## src/rtl/spiral_unroll.sv

```systemverilog
// spiral_unroll: buffers one matrix frame received in clockwise spiral order
// (right, down, left, up, shrinking inward) and re-emits it in row-major order.
// Optional build macro SPIRAL_UNROLL_LAST_EN adds data_out_last, which marks the
// final row-major element of each frame.
module spiral_unroll #(
  parameter int DATA_WIDTH = 8,
  parameter int R_WIDTH    = 3,
  parameter int C_WIDTH    = 3
) (
  input  logic                  clk,
  input  logic                  rstn,
  input  logic [R_WIDTH-1:0]    row,
  input  logic [C_WIDTH-1:0]    col,
  input  logic [DATA_WIDTH-1:0] data_in,
  input  logic                  data_in_valid,
  output logic                  data_in_rdy,
  output logic [DATA_WIDTH-1:0] data_out,
  output logic                  data_out_valid,
  input  logic                  data_out_rdy
`ifdef SPIRAL_UNROLL_LAST_EN
  ,
  output logic                  data_out_last
`endif
);

  localparam int MAX_R = 1 << R_WIDTH;
  localparam int MAX_C = 1 << C_WIDTH;
  localparam int CNT_W = R_WIDTH + C_WIDTH;

  typedef enum logic [1:0] {IDLE, FILL, DRAIN} state_t;
  typedef enum logic [1:0] {RIGHT, DOWN, LEFT, UP} dir_t;

  // Spiral write cursor together with the shrinking boundary box.
  typedef struct packed {
    logic [R_WIDTH-1:0] r;
    logic [R_WIDTH-1:0] top;
    logic [R_WIDTH-1:0] bot;
    logic [C_WIDTH-1:0] c;
    logic [C_WIDTH-1:0] lft;
    logic [C_WIDTH-1:0] rgt;
    dir_t               dir;
  } walk_t;

  state_t                  state;
  walk_t                   walk, init_walk;
  logic [R_WIDTH-1:0]      row_q, rd_r;
  logic [C_WIDTH-1:0]      col_q, rd_c;
  logic [CNT_W-1:0]        count, total, total_nx;
  logic [DATA_WIDTH-1:0]   mem [MAX_R][MAX_C];
  logic                    in_beat;

  // Advance the cursor one step; on reaching a box edge, turn clockwise and
  // pull the edge just completed inward.
  function automatic walk_t step(input walk_t w);
    walk_t n;
    n = w;
    case (w.dir)
      RIGHT: if (w.c == w.rgt) begin n.top = w.top + 1'b1; n.r = w.r + 1'b1; n.dir = DOWN;  end
             else n.c = w.c + 1'b1;
      DOWN:  if (w.r == w.bot) begin n.rgt = w.rgt - 1'b1; n.c = w.c - 1'b1; n.dir = LEFT;  end
             else n.r = w.r + 1'b1;
      LEFT:  if (w.c == w.lft) begin n.bot = w.bot - 1'b1; n.r = w.r - 1'b1; n.dir = UP;    end
             else n.c = w.c - 1'b1;
      UP:    if (w.r == w.top) begin n.lft = w.lft + 1'b1; n.c = w.c + 1'b1; n.dir = RIGHT; end
             else n.r = w.r - 1'b1;
    endcase
    return n;
  endfunction

  assign in_beat  = data_in_valid & data_in_rdy;
  assign data_out = mem[rd_r][rd_c];
`ifdef SPIRAL_UNROLL_LAST_EN
  assign data_out_last = data_out_valid && (rd_r == row_q - 1'b1) && (rd_c == col_q - 1'b1);
`endif

  // Cursor and frame size seeded from the dimensions presented with the first beat.
  always_comb begin
    init_walk     = '0;
    init_walk.bot = row - 1'b1;
    init_walk.rgt = col - 1'b1;
    init_walk.dir = RIGHT;
    total_nx      = CNT_W'(row) * CNT_W'(col);
  end

  // Frame FSM: collect in spiral order, then drain row-major; no overlap.
  always_ff @(posedge clk or negedge rstn) begin
    if (!rstn) begin
      state          <= IDLE;
      data_in_rdy    <= 1'b0;
      data_out_valid <= 1'b0;
      row_q          <= '0;
      col_q          <= '0;
      total          <= '0;
      count          <= '0;
      walk           <= '0;
      rd_r           <= '0;
      rd_c           <= '0;
      for (int i = 0; i < MAX_R; i++)
        for (int j = 0; j < MAX_C; j++)
          mem[i][j] <= '0;
    end else begin
      case (state)
        IDLE: begin
          data_in_rdy <= 1'b1;
          if (in_beat) begin
            row_q     <= row;
            col_q     <= col;
            total     <= total_nx;
            count     <= CNT_W'(1);
            mem[0][0] <= data_in;
            walk      <= step(init_walk);
            rd_r      <= '0;
            rd_c      <= '0;
            if (total_nx == CNT_W'(1)) begin
              state          <= DRAIN;
              data_in_rdy    <= 1'b0;
              data_out_valid <= 1'b1;
            end else begin
              state <= FILL;
            end
          end
        end
        FILL: begin
          if (in_beat) begin
            mem[walk.r][walk.c] <= data_in;
            count               <= count + 1'b1;
            // Fill ends on count alone, so thin frames may stop mid-direction.
            if (count == total - 1'b1) begin
              state          <= DRAIN;
              data_in_rdy    <= 1'b0;
              data_out_valid <= 1'b1;
              rd_r           <= '0;
              rd_c           <= '0;
            end else begin
              walk <= step(walk);
            end
          end
        end
        DRAIN: begin
          if (data_out_rdy) begin
            if (rd_c == col_q - 1'b1) begin
              rd_c <= '0;
              if (rd_r == row_q - 1'b1) begin
                state          <= IDLE;
                data_out_valid <= 1'b0;
                data_in_rdy    <= 1'b1;
                rd_r           <= '0;
              end else begin
                rd_r <= rd_r + 1'b1;
              end
            end else begin
              rd_c <= rd_c + 1'b1;
            end
          end
        end
        default: state <= IDLE;
      endcase
    end
  end

`ifndef SYNTHESIS
  // Zero-sized frames are illegal; catch them on the frame's first beat.
  always_ff @(posedge clk) begin
    if (rstn && in_beat && state == IDLE)
      assert (row != '0 && col != '0);
  end
`endif

endmodule

```

## config.mk

```make
export PLATFORM = sky130hd
export DESIGN_NAME = spiral_unroll
export DESIGN_NICKNAME = d
export VERILOG_FILES = /design/src/rtl/spiral_unroll.sv
export SDC_FILE = /design/constraint.sdc
export NUM_CORES = 1
export LEC_CHECK = 0
export CORE_UTILIZATION = 57
export DETAILED_ROUTE_END_ITERATION = 12
export HOLD_SLACK_MARGIN = 0.05
export PLACE_DENSITY_LB_ADDON = 0.15
export SYNTH_ARGS = -nofsm -noshare
export SYNTH_HDL_FRONTEND = slang
export SYNTH_SLANG_ARGS = --single-unit
```

## constraint.sdc

```tcl
create_clock -name clk -period 2.8 [get_ports clk]
set_input_delay 0.56 -clock clk [delete_from_list [all_inputs] [get_ports clk]]
set_output_delay 0.56 -clock clk [all_outputs]
set_load 0.01 [all_outputs]
```

; ---- Word level (Yosys, flattened, before mapping)
; Index checks and enable logic that the tools add are counted.
[totals]
ff_bits = 560
word_cells = 245
inputBits = 18
[classes]
n_mux = 78
add_sub_neg = 16
n_reduce_logical = 22
n_lt_le_gt_ge = 6
n_bitwise = 5
multipliers = 1
n_eq_ne = 37
[op_table]
columns = op, count
row1 = 512-bit bitwise mux, 1
row2 = 512-bit two-way mux, 1
row3 = 64-bit binary-select mux with 3-bit select, 1
row4 = 64-bit demux with 3-bit select, 1
row5 = 64-bit two-way mux, 3
row6 = 20-bit two-way mux, 3
row7 = 3-bit two-way mux, 19
row8 = 6-bit AND reduction, 7
row9 = 20-bit one-hot mux with 2 select lines, 1
row10 = 8-bit two-way mux, 4
row11 = 8-bit AND reduction, 4
row12 = 8-bit binary-select mux with 3-bit select, 1
row13 = 8-bit demux with 3-bit select, 1
row14 = 6-bit two-way mux, 4
row15 = 2-bit inequality test (second input constant), 12
row16 = 3-bit inequality test (second input constant), 8
row17 = 3-bit one-hot mux with 4 select lines, 2
row18 = 3-bit by 1-bit subtractor with 3-bit output (second input constant), 8
row19 = 2-bit two-way mux, 10
row20 = 3-bit by 1-bit adder with 3-bit output (second input constant), 6
row21 = 3-bit == test, 6
row22 = 3-bit one-hot mux with 3 select lines, 2
row23 = 4-bit greater-or-equal comparator (second input constant), 4
row24 = 1-bit two-way mux, 16
row25 = 26 further kinds, 40

; ---- Logic depth before layout (Yosys ltp)
; Gate-level depths: netlist (run 1).
[depth]
ltp_word = 10
ltp_mapped = 11
ltp_nobuf = 11

; ---- Worst setup path before layout (run 1)
; Ideal clock, no wire load.
[synth_path]
path_type = input to register
start = input row[2]
end = register data_out_valid
setup_time_ps = 127
cell_stages = 11
arrival_time_ps = 2815
slack_ps = -143
t_required_ps = 2673
cell_sequence = nand2_1 fa_1 inv_1 ha_1 inv_1 fa_1 nor4b_1 nand3_1 o21ai_0 nand3_1 mux2_1
[synth_via]
elab_chain_cells = 4
[synth_lines]
columns = element, line_no
row1 = "start, declared", 12  ; input logic [R_WIDTH-1:0] row,
row2 = 3-bit by 3-bit multiplier with 6-bit output, 82  ; total_nx = CNT_W'(row) * CNT_W'(col);
row3 = 6-bit by 1-bit == test with 1-bit output, 114  ; if (total_nx == CNT_W'(1)) begin
row4 = 2-bit inequality test (no source line), -
row5 = 8-bit AND reduction (no source line), -
row6 = "end signal, assigned", 90  ; data_out_valid <= 1'b0;
row7 = "end signal, assigned", 117  ; data_out_valid <= 1'b1;
row8 = "end signal, assigned", 131  ; data_out_valid <= 1'b1;
row9 = "end, declared", 18  ; output logic data_out_valid,
; No other way between the ends.
; A chain may end at the register's enable or synchronous reset.

; ---- Final worst setup path (run 1)
[layout_path]
start = register rd_r[0]
end = output data_out[0]
[layout_via]
elab_chain_cells = 7
[layout_lines]
columns = element, line_no
row1 = "start, declared", 46  ; logic [R_WIDTH-1:0] row_q, rd_r;
row2 = "start signal, assigned", 149  ; rd_r <= rd_r + 1'b1;
row3 = 3-bit inverter with 4-bit output (implied by the code), 71  ; assign data_out = mem[rd_r][rd_c];
row4 = 64-bit binary-select mux with 3-bit select, 71
row5 = 64-bit two-way mux (implied by the code) (2 in a row), 71
row6 = 8-bit binary-select mux with 3-bit select, 71
row7 = 8-bit two-way mux (implied by the code) (2 in a row), 71
row8 = "end, declared", 17  ; output logic [DATA_WIDTH-1:0] data_out,
; No other way between the ends. The select of a mux whose other input is x is not followed.

==> Flow_metrics.wiki, run 1 <==
{| class="wikitable"
! Metric !! Value
|-
| Share of the synthesized area in the top cell type || between 50% and 60%
|-
| Root cell of the clock tree || sky130_fd_sc_hd__clkbuf_16
|-
| Endpoint required time on the critical path || around 2.2 ns
|-
| Slew headroom || 44.6%
|-
| Effective utilization at floorplan || between 50 and 60%
|-
| Worst hold path endpoint || walk[2]
|-
| Element type at the critical path end || primary output
|-
| Hold crit path type || primary input to flop
|-
| Depth of the worst register-to-register path || 6
|-
| Worst hold path depth || 3
|-
| Non-filler cells, final || about 2700
|-
| Number of setup violations in the final report || 8
|-
| Post-synthesis simple-gate area fraction || a little under 5%
|-
| Outcome || finished, violations left
|-
| DPL Wire Length || between 40000 and 50000 um
|-
| WHS || between 0.3 and 0.4 ns
|-
| Endpoint of the lowest-slack register-to-register path || rd_r[0]
|-
| EDFF count, synth || 0
|-
| Max-slew violation total from the final report || 0
|-
| Violated checks || setup timing
|-
| Final ANT Viol Nets || 0
|-
| Worst r2r src || total[0]
|-
| Final core occ || between 60% and 70%
|-
| Starting DRT DRC Count || around 1200
|-
| Largest family of logic cells by synthesized area || multiplexers
|-
| Adder-cell share of the synthesized area || 1.46%
|-
| CTS buffer count || just under 60
|-
| Number of antenna violations at the first check in global routing || 2
|-
| Pleak || 0.0151 uW
|-
| CTS tree || yes
|-
| Fraction of layout instances using a drive strength above 1 || between 50% and 60%
|-
| Area contributors post-synth || sky130_fd_sc_hd__dfrtp_1 52%, sky130_fd_sc_hd__mux2_2 21%, sky130_fd_sc_hd__mux4_2 12%
|-
| Number of input and output port buffers inserted || 27
|-
| Area of the core || 0.0466 mm2
|-
| Worst Path Arrival || a little over 3 ns
|-
| Weighted congestion at the end of routability-driven global placement || 0.849
|-
| Wire length of the first global-routing pass || 105000 um
|-
| Full die area || 0.0480 mm2
|-
| Library cell with the highest instance count after synthesis || sky130_fd_sc_hd__dfrtp_1
|-
| Final nets || 2047
|-
| Synthesized Nets || about 1900
|-
| Highest clock rate || about 280 MHz
|-
| Worst Tran Pin Value || approximately 0.83 ns
|-
| Final setup slack of the worst path || -0.833 ns
|-
| Count of mapped cells out of synthesis || between 1500 and 2000
|-
| Router iterations before antenna repair || 6
|-
| Final Skew || between 0.01 and 0.015 ns
|-
| Sinks on Clock Net || 560
|-
| Gr usage total || just under 30%
|-
| Post-synthesis instance area || 0.0269 mm2
|-
| Mux share of post-synthesis cell area || a little over a third
|-
| Vias || between 15000 and 20000
|-
| Vias in the first global route || 17254
|-
| Floorplan row count || between 70 and 80
|-
| XOR/XNOR share of the synthesized area || under 10%
|-
| Mean number of vias per cell || slightly above 6
|-
| Predominant post-synthesis flop cell || sky130_fd_sc_hd__dfrtp_1
|-
| Chip height || roughly 220 um
|-
| Synthesis warning total || 0
|-
| Tmin final || 3.63 ns
|-
| Peak fanout along the critical path || 6
|-
| Wire length after detailed routing || roughly 67000 um
|-
| Share of the synthesized area in compound gates (AO/OA/AOI/OAI) || under 10%
|-
| PwrDens || 801 mW/mm2
|-
| Antenna diodes || 0
|-
| Largest net degree at the start of global routing || between 60 and 70
|-
| Yosys reg bits || 560
|-
| Top cell type by total area after synthesis || sky130_fd_sc_hd__dfrtp_1
|-
| Critical path class || flop to primary output
|-
| Clock latency of the later-clocked register in the worst-skew pair || 0.62 ns
|-
| Synth async-reset ratio || 100%
|-
| Mean Syn Cell Area || between 10 and 15 um2
|-
| I/O pins || 28
|-
| Die W || between 200 and 250 um
|-
| Post-synthesis to final-layout area growth || 19.6%
|-
| Post-placement setup slack || -0.693 ns
|-
| Clock buffer depth || 3
|-
| Unrepaired setup endpoints after global routing || true
|-
| # DRC || 0
|-
| Wire per inst || 25.2 um
|-
| Number of filler cells placed in the layout || 3140
|-
| Source of the worst hold timing path || col[0]
|-
| Worst setup path startpoint || rd_r[0]
|-
| Sequential area share after synthesis || between 50 and 60%
|-
| Placed Cells incl. Taps || about 2500
|-
| Synth unique cells || 68
|-
| Post-route clock period utilization || 130%
|-
| Final hold viol count || 0
|-
| Clock slew at reported path FFs || 0.06 ns
|-
| Most frequent cells after synthesis || 560 x sky130_fd_sc_hd__dfrtp_1, 510 x sky130_fd_sc_hd__mux2_2, 148 x sky130_fd_sc_hd__mux4_2
|-
| Kind of start point of the critical path || flop
|-
| Flop-to-flop setup slack || approximately 0.17 ns
|-
| Non-Filler Cell Area, Final || around 0.032 mm2
|-
| Global-route congestion overflow total || 0
|-
| Worst-case vdd ir drop || 0.971 mV
|-
| Post-placement cell area || approximately 0.030 mm2
|-
| H-tree levels || 2
|-
| Max_cap viols || 0
|}
worst max-delay path: stages (launching register included):
cell and delay, ns:
sky130_fd_sc_hd__dfrtp_4 0.54, sky130_fd_sc_hd__buf_12 0.17, sky130_fd_sc_hd__buf_4 0.13, sky130_fd_sc_hd__mux4_2 0.42
sky130_fd_sc_hd__mux4_2 0.52, sky130_fd_sc_hd__nor2b_4 0.15, sky130_fd_sc_hd__a211oi_2 0.23, sky130_fd_sc_hd__a21oi_2 0.09
sky130_fd_sc_hd__buf_2 0.19
metal layers:
layer | wire (um) | GRT usage, % | vias up
li1 | - | - | 7129
met3 | 3340 | 5.10 | 96
met1 | 29400 | 41.7 | 8896
met5 | 13 | 0 | -
met4 | 1160 | 6.62 | 2
met2 | 32800 | 46.8 | 397
registers in the layout, indices dropped and copies added, names as in the netlist:
register,flops
col_q,3
count,6
data_in_rdy,1
data_out_valid,1
mem,512
rd_c,3
rd_r,3
row_q,3
state,2
total,6
walk,20
cell families (layout without fill, tap and decap cells):
logic type | Yosys count | in the layout
DFF | 560 | 560
buffers and inverters | 154 | 377
adders and majority gates | 29 | 29
AOI/OAI and AO/OA | 118 | 118
muxes | 690 | 690
xor gates and xnor gates | 30 | 30
and+or+nand+nor | 242 | 242
repair_timing:
item,CTS,global route
hold endpoints to repair,53,0
setup buffers,22,6
hold buffers,1,0
pin swaps,15,13
gates cloned,2,0
setup endpoints to repair,9,11
resized for setup,91,24
worst max path at each step:
| stage | to | slack, ns | cells after the start |
|---|---|---|---|
| floorplan | data_out_valid | 0.001 | 11 |
| global placement | data_out[2] | -0.68 | 9 |
| detailed placement | data_out_valid | -0.69 | 12 |
| CTS | data_out[0] | -0.86 | 8 |
| global route | data_out[0] | -0.87 | 8 |
| finish | data_out[0] | -0.83 | 8 |
area by class of cell:
| class | instances | area, um2 | area share [%] |
|---|---|---|---|
| Multi-Input combinational cell | 1109 | 12500 | 38.8 |
| Clock buffer | 91 | 1780 | 5.53 |
| Tap cell | 607 | 759 | 2.36 |
| Timing Repair Buffer | 238 | 2780 | 8.64 |
| Inverter | 32 | 120 | 0.373 |
| Sequential cell | 560 | 14000 | 43.6 |
| Clock inverter | 16 | 210 | 0.653 |
power by group:
part | total, uW | internal (uW) | switching (uW) | leakage (uW)
clock network | 8020 | 4800 | 3230 | 0.000977
registers | 9790 | 9030 | 761 | 0.00771
logic | 7950 | 3890 | 4060 | 0.00637
layout by cell type, fill, tap and decap left out, types with 6 or more instances in the layout:
cell                          n
sky130_fd_sc_hd__buf_6       13
sky130_fd_sc_hd__buf_2       13
sky130_fd_sc_hd__xor2_1      19
sky130_fd_sc_hd__xnor2_1      9
sky130_fd_sc_hd__nand4_1      9
sky130_fd_sc_hd__a21oi_2      6
sky130_fd_sc_hd__nor3_1      20
sky130_fd_sc_hd__a21oi_1     18
sky130_fd_sc_hd__o22ai_1     10
sky130_fd_sc_hd__buf_4      127
sky130_fd_sc_hd__nor2_1      34
sky130_fd_sc_hd__nor2_2      36
sky130_fd_sc_hd__clkbuf_8    14
sky130_fd_sc_hd__nor2b_1     10
sky130_fd_sc_hd__mux2_2     510
sky130_fd_sc_hd__inv_1       27
sky130_fd_sc_hd__mux2i_1     16
sky130_fd_sc_hd__a211oi_2     6
sky130_fd_sc_hd__a31oi_1      6
sky130_fd_sc_hd__or3_1        7
sky130_fd_sc_hd__nand2b_1     6
sky130_fd_sc_hd__o21ai_0     16
sky130_fd_sc_hd__clkbuf_16   61
sky130_fd_sc_hd__ha_1        24
sky130_fd_sc_hd__buf_12      67
sky130_fd_sc_hd__clkinv_2     9
sky130_fd_sc_hd__nand2_1     63
sky130_fd_sc_hd__nand3_1     13
sky130_fd_sc_hd__dfrtp_1    556
sky130_fd_sc_hd__mux4_2     148
sky130_fd_sc_hd__and2_1       8
sky130_fd_sc_hd__o21ai_1     10
sky130_fd_sc_hd__clkbuf_1    16
sky130_fd_sc_hd__mux2_1      13
per-stage QoR:
| step | total power [uW] | TNS, ns |
|---|---|---|
| 2_1_floorplan | 14400 | 0 |
| 3_3_place_gp | 17000 | -7.63 |
| 3_5_place_dp | 17200 | -8.97 |
| 4_1_cts | 25700 | -6.57 |
| 5_1_grt | 26900 | -6.72 |
| 6_report | 25800 | -6.21 |
No activity file was read; power rests on OpenSTA's default activity.
==> run 2: changes to the inputs <==
- ABC_AREA: unset -> 0
- CORE_UTILIZATION: 57 -> 55
- clock period: 2.8 -> 3.3 ns (I/O delays scaled with it)
==> run 2 against run 1 <==
Effect of this change:
- the run still ends with setup timing left
- via count fell by 2.6%
- clock skew barely moved
- flip-flop and latch count did not move
- sequential power fell by 15%
- count of clock-buffer cells in the layout fell by 2
- total power fell by 18%
- highest routed layer is now met4
- wire length fell by 3.9%
- critical endpoint is now data_out[3]
- global-route usage fell by 2.3 points
- largest cell class unchanged
- clock power fell by 19%
==> Flow_metrics.wiki, run 2 (same netlist as run 1, synthesis figures left out) <==
{| class="wikitable"
! Metric !! Value
|-
| Largest net degree at the start of global routing || 91
|-
| Clock slew at reported path FFs || around 0.06 ns
|-
| Mean number of vias per cell || 6.16
|-
| Gr usage total || 26.8%
|-
| Max-slew violation total from the final report || 0
|-
| Hold-fix buffer count after cts || 0
|-
| Vias || approximately 16000
|-
| Endpoint required time on the critical path || approximately 2.6 ns
|-
| Number of setup violations in the final report || 8
|-
| Final nets || approximately 2000
|-
| Slew headroom || ~17%
|-
| Pleak || around 0.015 uW
|-
| Biggest regs || mem x512, walk x20
|-
| Element type at the critical path end || primary output
|-
| Number of flip-flops under the largest register name || 512
|-
| Full die area || 0.0498 mm2
|-
| Violated checks || setup timing
|-
| Number of antenna violations at the first check in global routing || 0
|-
| DPL Wire Length || about 43000 um
|-
| Unrepaired setup endpoints after global routing || true
|-
| Weighted congestion at the end of routability-driven global placement || between 0.8 and 0.9
|-
| Chip height || between 200 and 250 um
|-
| Non-Filler Cell Area, Final || just over 0.03 mm2
|-
| Vias in the first global route || 16979
|-
| Max_cap viols || 0
|-
| Top register by number of flip-flops || mem
|-
| Router iterations before antenna repair || 5
|-
| Post-placement cell area || 0.0288 mm2
|-
| Kind of start point of the critical path || flop
|-
| CTS buffer count || 59
|-
| Final ANT Viol Nets || 0
|-
| Post-synthesis to final-layout area growth || 15.1%
|-
| Antenna diodes || 0
|-
| Area of the core || approximately 0.048 mm2
|-
| Worst Tran Pin Value || approximately 1.3 ns
|-
| Worst-case vdd ir drop || 0.374 mV
|-
| Global-route congestion overflow total || 0
|-
| Clock buffer depth || 3
|-
| Floorplan row count || 80
|-
| Fraction of layout instances using a drive strength above 1 || between 50% and 60%
|-
| Commonest non-fill, non-tap cells in the layout || 556 x sky130_fd_sc_hd__dfrtp_1, 510 x sky130_fd_sc_hd__mux2_2, 148 x sky130_fd_sc_hd__mux4_2, 142 x sky130_fd_sc_hd__buf_4, 62 x sky130_fd_sc_hd__clkbuf_16
|-
| Sinks on Clock Net || between 500 and 600
|-
| Starting DRT DRC Count || ~1200
|-
| Highest clock rate || 271 MHz
|-
| CTS tree || yes
|-
| Hold crit path type || primary input to async pin
|-
| Worst Path Arrival || 3.03 ns
|-
| Final setup slack of the worst path || -0.395 ns
|-
| Wire length after detailed routing || around 64000 um
|-
| Critical path class || flop to primary output
|-
| H-tree levels || 2
|-
| I/O pins || 28
|-
| Final hold viol count || 0
|-
| Most common cell after layout, fill and taps aside || sky130_fd_sc_hd__dfrtp_1
|-
| PwrDens || between 600 and 700 mW/mm2
|-
| Effective utilization at floorplan || between 50 and 60%
|-
| Wire per inst || 24.5 um
|-
| Clock latency of the later-clocked register in the worst-skew pair || around 0.61 ns
|-
| Outcome || finished, violations left
|-
| Number of input and output port buffers inserted || 27
|-
| Root cell of the clock tree || sky130_fd_sc_hd__clkbuf_16
|-
| Die W || between 200 and 250 um
|-
| # DRC || 0
|-
| Final Skew || about 0.011 ns
|-
| Tmin final || 3.69 ns
|-
| Post-route clock period utilization || 112%
|-
| Final core occ || roughly 65%
|-
| Wire length of the first global-routing pass || about 100000 um
|-
| Peak fanout along the critical path || 6
|}
==> run 2: cell count changes in the layout (fill, tap and decap cells not counted), sizes merged, moves of 2 or more <==
cell / previous run / this run
dlymetal6s2s: 3 / 0
clkinv: 9 / 11
bufinv: 5 / 3
buf: 226 / 182
clkdlybuf4s50: 4 / 10
dlygate4sd2: 3 / 0
==> run 2: worst paths after layout <==
kind / start / to / slack (ns) / depth (start not counted)
max: rd_r[0] / data_out[3] / -0.39 / 8
min: rstn / mem[198] / 0.04 / 1
max reg2reg: state[1] / mem[28] / 0.61 / 7
min reg2reg: mem[130] / mem[130] / 0.48 / 1
max in group asynchronous: rstn / rd_r[0] / 2.26 / 2
min in group clk: mem[130] / mem[130] / 0.48 / 1
==> run 2: worst max-delay path, cell delays in order, from the launching register on <==
cell and delay (ns):
sky130_fd_sc_hd__dfrtp_4 0.52, sky130_fd_sc_hd__buf_12 0.17, sky130_fd_sc_hd__buf_12 0.13, sky130_fd_sc_hd__buf_12 0.13, sky130_fd_sc_hd__mux4_2 0.44, sky130_fd_sc_hd__mux4_2 0.56
sky130_fd_sc_hd__mux2i_4 0.22, sky130_fd_sc_hd__a21oi_2 0.11, sky130_fd_sc_hd__buf_2 0.15
==> run 2: layout make-up <==
class | instances | area [um2]
clock buffers | 89 | 1740
inverters | 32 | 120
fillers | 3505 | 17000
clock inverters | 15 | 153
multi-input cells | 1109 | 12400
flip-flops and latches | 560 | 14000
repair buffers | 193 | 1740
well taps | 615 | 769
==> run 2: timing repair <==
action                                  4_1_cts  5_1_grt
buffers inserted                              6        4
gates cloned                                  1        1
pin swaps                                    14        8
endpoints found under the setup margin        8        9
resized for setup                            72       14
==> run 2: per-stage QoR <==
step	setup WS, ns	instances	setup TNS [ns]	power [uW]	hold slack (ns)
2_1_floorplan	0.257	1823	0	12200	0.364
3_3_place_gp	-0.380	2500	-2.42	14200	0.466
3_5_place_dp	-0.507	2500	-3.00	14400	0.474
4_1_cts	-0.462	2610	-3.28	21100	0.0524
5_1_grt	-0.444	2613	-3.26	22000	0.0747
6_report	-0.395	2613	-2.74	21000	0.0445
==> run 2: routing by layer <==
metal	vias up	GRT usage, %	wire [um]
li1	7019	-	-
met2	355	41.7	30500
met5	-	0	0
met3	71	3.95	2810
met1	8648	40.0	29600
met4	0	6.83	1200
==> run 2: power breakdown <==
part | switching [uW] | total, uW | internal [uW]
combinational | 3300 | 6230 | 2930
clock | 2660 | 6500 | 3840
sequential | 613 | 8280 | 7660
total | 6580 | 21000 | 14400
==> run 3: changes to the inputs <==
- ABC_CLOCK_PERIOD_IN_PS: unset -> 3300
- CORE_ASPECT_RATIO: unset -> 0.75
==> run 3 against run 2 <==
Effect of this change:
- the run still ends with setup timing left
- highest routed layer is now met5
- wire length rose by 4.7%
- global-route usage increased by 1.3 points
- cell area rose by 1.0%
- register-to-register slack worse by 0.04 ns
- cell count grew 1.2%
- non-clock buffer count up 13
==> Flow_metrics.wiki, run 3 (same netlist as run 1, synthesis figures left out) <==
{| class="wikitable"
! Metric !! Value
|-
| Largest net degree at the start of global routing || a little under 80
|-
| Depth of the worst register-to-register path || 8
|-
| Area of the core || 0.0478 mm2
|-
| Endpoint of the lowest-slack register-to-register path || mem[160]
|-
| Number of setup violations in the final report || 8
|-
| WHS || around 0.054 ns
|-
| Critical path class || flop to primary output
|-
| GR Layer Usage met2 || a little over two fifths
|-
| Non-Filler Cell Area, Final || 0.0313 mm2
|-
| Biggest regs || mem x512, walk x20
|-
| Commonest non-fill, non-tap cells in the layout || 556 x sky130_fd_sc_hd__dfrtp_1, 510 x sky130_fd_sc_hd__mux2_2, 148 x sky130_fd_sc_hd__mux4_2, 129 x sky130_fd_sc_hd__buf_4, 62 x sky130_fd_sc_hd__nand2_1
|-
| PwrDens || approximately 680 mW/mm2
|-
| Router iterations before antenna repair || 6
|-
| Non-filler cells, final || about 2600
|-
| Number of input and output port buffers inserted || 27
|-
| Floorplan row count || between 60 and 70
|-
| Wire per inst || ~25 um
|-
| Layer with the highest usage after global routing || met1
|-
| CTS tree || yes
|-
| Post-route clock period utilization || 112%
|-
| Weighted congestion at the end of routability-driven global placement || 0.861
|-
| Chip height || around 190 um
|-
| Effective utilization at floorplan || 56.2%
|-
| Mean number of vias per cell || between 6 and 7
|-
| Pleak || ~0.015 uW
|-
| Fraction of layout instances using a drive strength above 1 || 51.6%
|-
| Critical-path top delay cell || sky130_fd_sc_hd__dfrtp_4
|-
| Unrepaired setup endpoints after global routing || true
|-
| Number of flip-flops under the largest register name || approximately 510
|-
| Violated checks || setup timing
|-
| Placed Cells incl. Taps || approximately 2500
|-
| Slew headroom || 18.8%
|-
| Gr usage total || ~28%
|-
| Max-slew violation total from the final report || 0
|-
| Outcome || finished, violations left
|-
| Root cell of the clock tree || sky130_fd_sc_hd__clkbuf_16
|-
| H-tree levels || 2
|-
| Wire length of the first global-routing pass || 107000 um
|-
| Max_cap viols || 0
|-
| Final setup slack of the worst path || -0.406 ns
|-
| Final hold viol count || 0
|-
| Die W || approximately 260 um
|-
| I/O pins || 28
|-
| M3 GR Usage || 4.18%
|-
| Clock slew at reported path FFs || 0.07 ns
|-
| Element type at the critical path end || primary output
|-
| Delay of the slowest critical-path stage || approximately 0.50 ns
|-
| # DRC || 0
|-
| CTS buffer count || 54
|-
| Top delay family on crit path || multiplexers
|-
| Clock latency of the later-clocked register in the worst-skew pair || 0.61 ns
|-
| Top register by number of flip-flops || mem
|-
| Vias || about 16000
|-
| Post-synthesis to final-layout area growth || 16.3%
|-
| Highest clock rate || 270 MHz
|-
| Hold-fix buffer count after cts || 0
|-
| Final Skew || roughly 0.013 ns
|-
| Worst Tran Pin Value || 1.22 ns
|-
| Final nets || 2010
|-
| Worst-case vdd ir drop || 0.524 mV
|-
| Starting DRT DRC Count || 1183
|-
| Worst Path Arrival || 3.05 ns
|-
| Number of antenna violations at the first check in global routing || 1
|-
| Flop-to-flop setup slack || approximately 0.57 ns
|-
| Bufs and invs on worst path || 5
|-
| Global-route congestion overflow total || 0
|-
| Wire length after detailed routing || around 67000 um
|-
| Final ANT Viol Nets || 0
|-
| Endpoint required time on the critical path || about 2.6 ns
|-
| Most common cell after layout, fill and taps aside || sky130_fd_sc_hd__dfrtp_1
|-
| Power Total || around 21000 uW
|-
| Tmin final || 3.71 ns
|-
| Antenna diodes || 0
|-
| Peak fanout along the critical path || 6
|-
| Kind of start point of the critical path || flop
|-
| Vias in the first global route || around 17000
|-
| Global-route met1 utilization || a little over two fifths
|-
| Hold crit path type || primary input to async pin
|-
| Sinks on Clock Net || 560
|-
| Worst r2r src || state[1]
|-
| Post-placement cell area || slightly below 0.03 mm2
|-
| Clock buffer depth || 3
|-
| Full die area || around 0.050 mm2
|-
| DPL Wire Length || 44700 um
|-
| Cell chain of the critical path || buf_12 -> buf_12 -> buf_16 -> buf_6 -> mux4_2 -> mux4_2 -> mux2i_1 -> a21oi_2 -> buf_2
|}
run 3: cell count changes in the layout (fill, tap and decap cells not counted), sizes merged:
cell	before	now
clkinvlp	1	0
inv	32	33
bufinv	3	5
clkbuf	90	82
buf	182	196
run 3: worst register-to-register path, delay by kind of cell, from the launching register on:
family / cells / cell delay (ns)
buffers and inverters: 3 / 0.55
AND/OR/NAND/NOR: 3 / 0.88
flip-flops: 1 / 0.42
multiplexers: 1 / 0.41
adder cells (fa/ha/maj): 1 / 0.37
run 3: area by class of cell:
class,instances,area [um2]
sequential,560,14000
clock inverter,17,225
multi-input combinational,1109,12400
inverter,32,120
timing repair buffer,206,2070
tap,639,800
fill,3404,16600
clock buffer,82,1640
run 3: worst max path at each step:
stage	slack [ns]	cells after the start	startpoint	end
final	-0.41	9	rd_r[0]	data_out[3]
after global routing	-0.49	9	rd_r[0]	data_out[3]
after CTS	-0.44	8	rd_r[0]	data_out[0]
after detailed placement	-0.44	12	row[2]	data_out_valid
after global placement	-0.41	12	row[2]	data_out_valid
after floorplan	0.26	11	row[2]	data_out_valid
run 3: timing repair:
item,CTS,global route
gates cloned,4,0
setup buffers,21,0
endpoints found under the setup margin,8,8
resized for setup,74,22
pin swaps,13,10
run 3: per-stage QoR:
stage	worst slack, ns	TNS, ns	utilization [%]
2_1_floorplan	0.257	0	-
3_3_place_gp	-0.409	-2.65	60.5
3_5_place_dp	-0.435	-2.80	60.5
4_1_cts	-0.439	-3.20	65.3
5_1_grt	-0.489	-3.37	65.4
6_report	-0.406	-2.94	65.4
run 3: power by group:
| part | total, uW | switching (uW) | internal [uW] |
|---|---|---|---|
| Sequential | 8340 | 680 | 7660 |
| Clock | 6490 | 2680 | 3800 |
| Combinational | 6540 | 3410 | 3130 |
| Total | 21400 | 6770 | 14600 |
run 3: per-layer routing:
layer,vias up,wire length [um],share of wire (%)
met3,118,3410,5.1
met5,-,13,0.019
li1,7056,-,-
met4,2,1870,2.8
met2,419,30500,45
met1,8878,31300,47
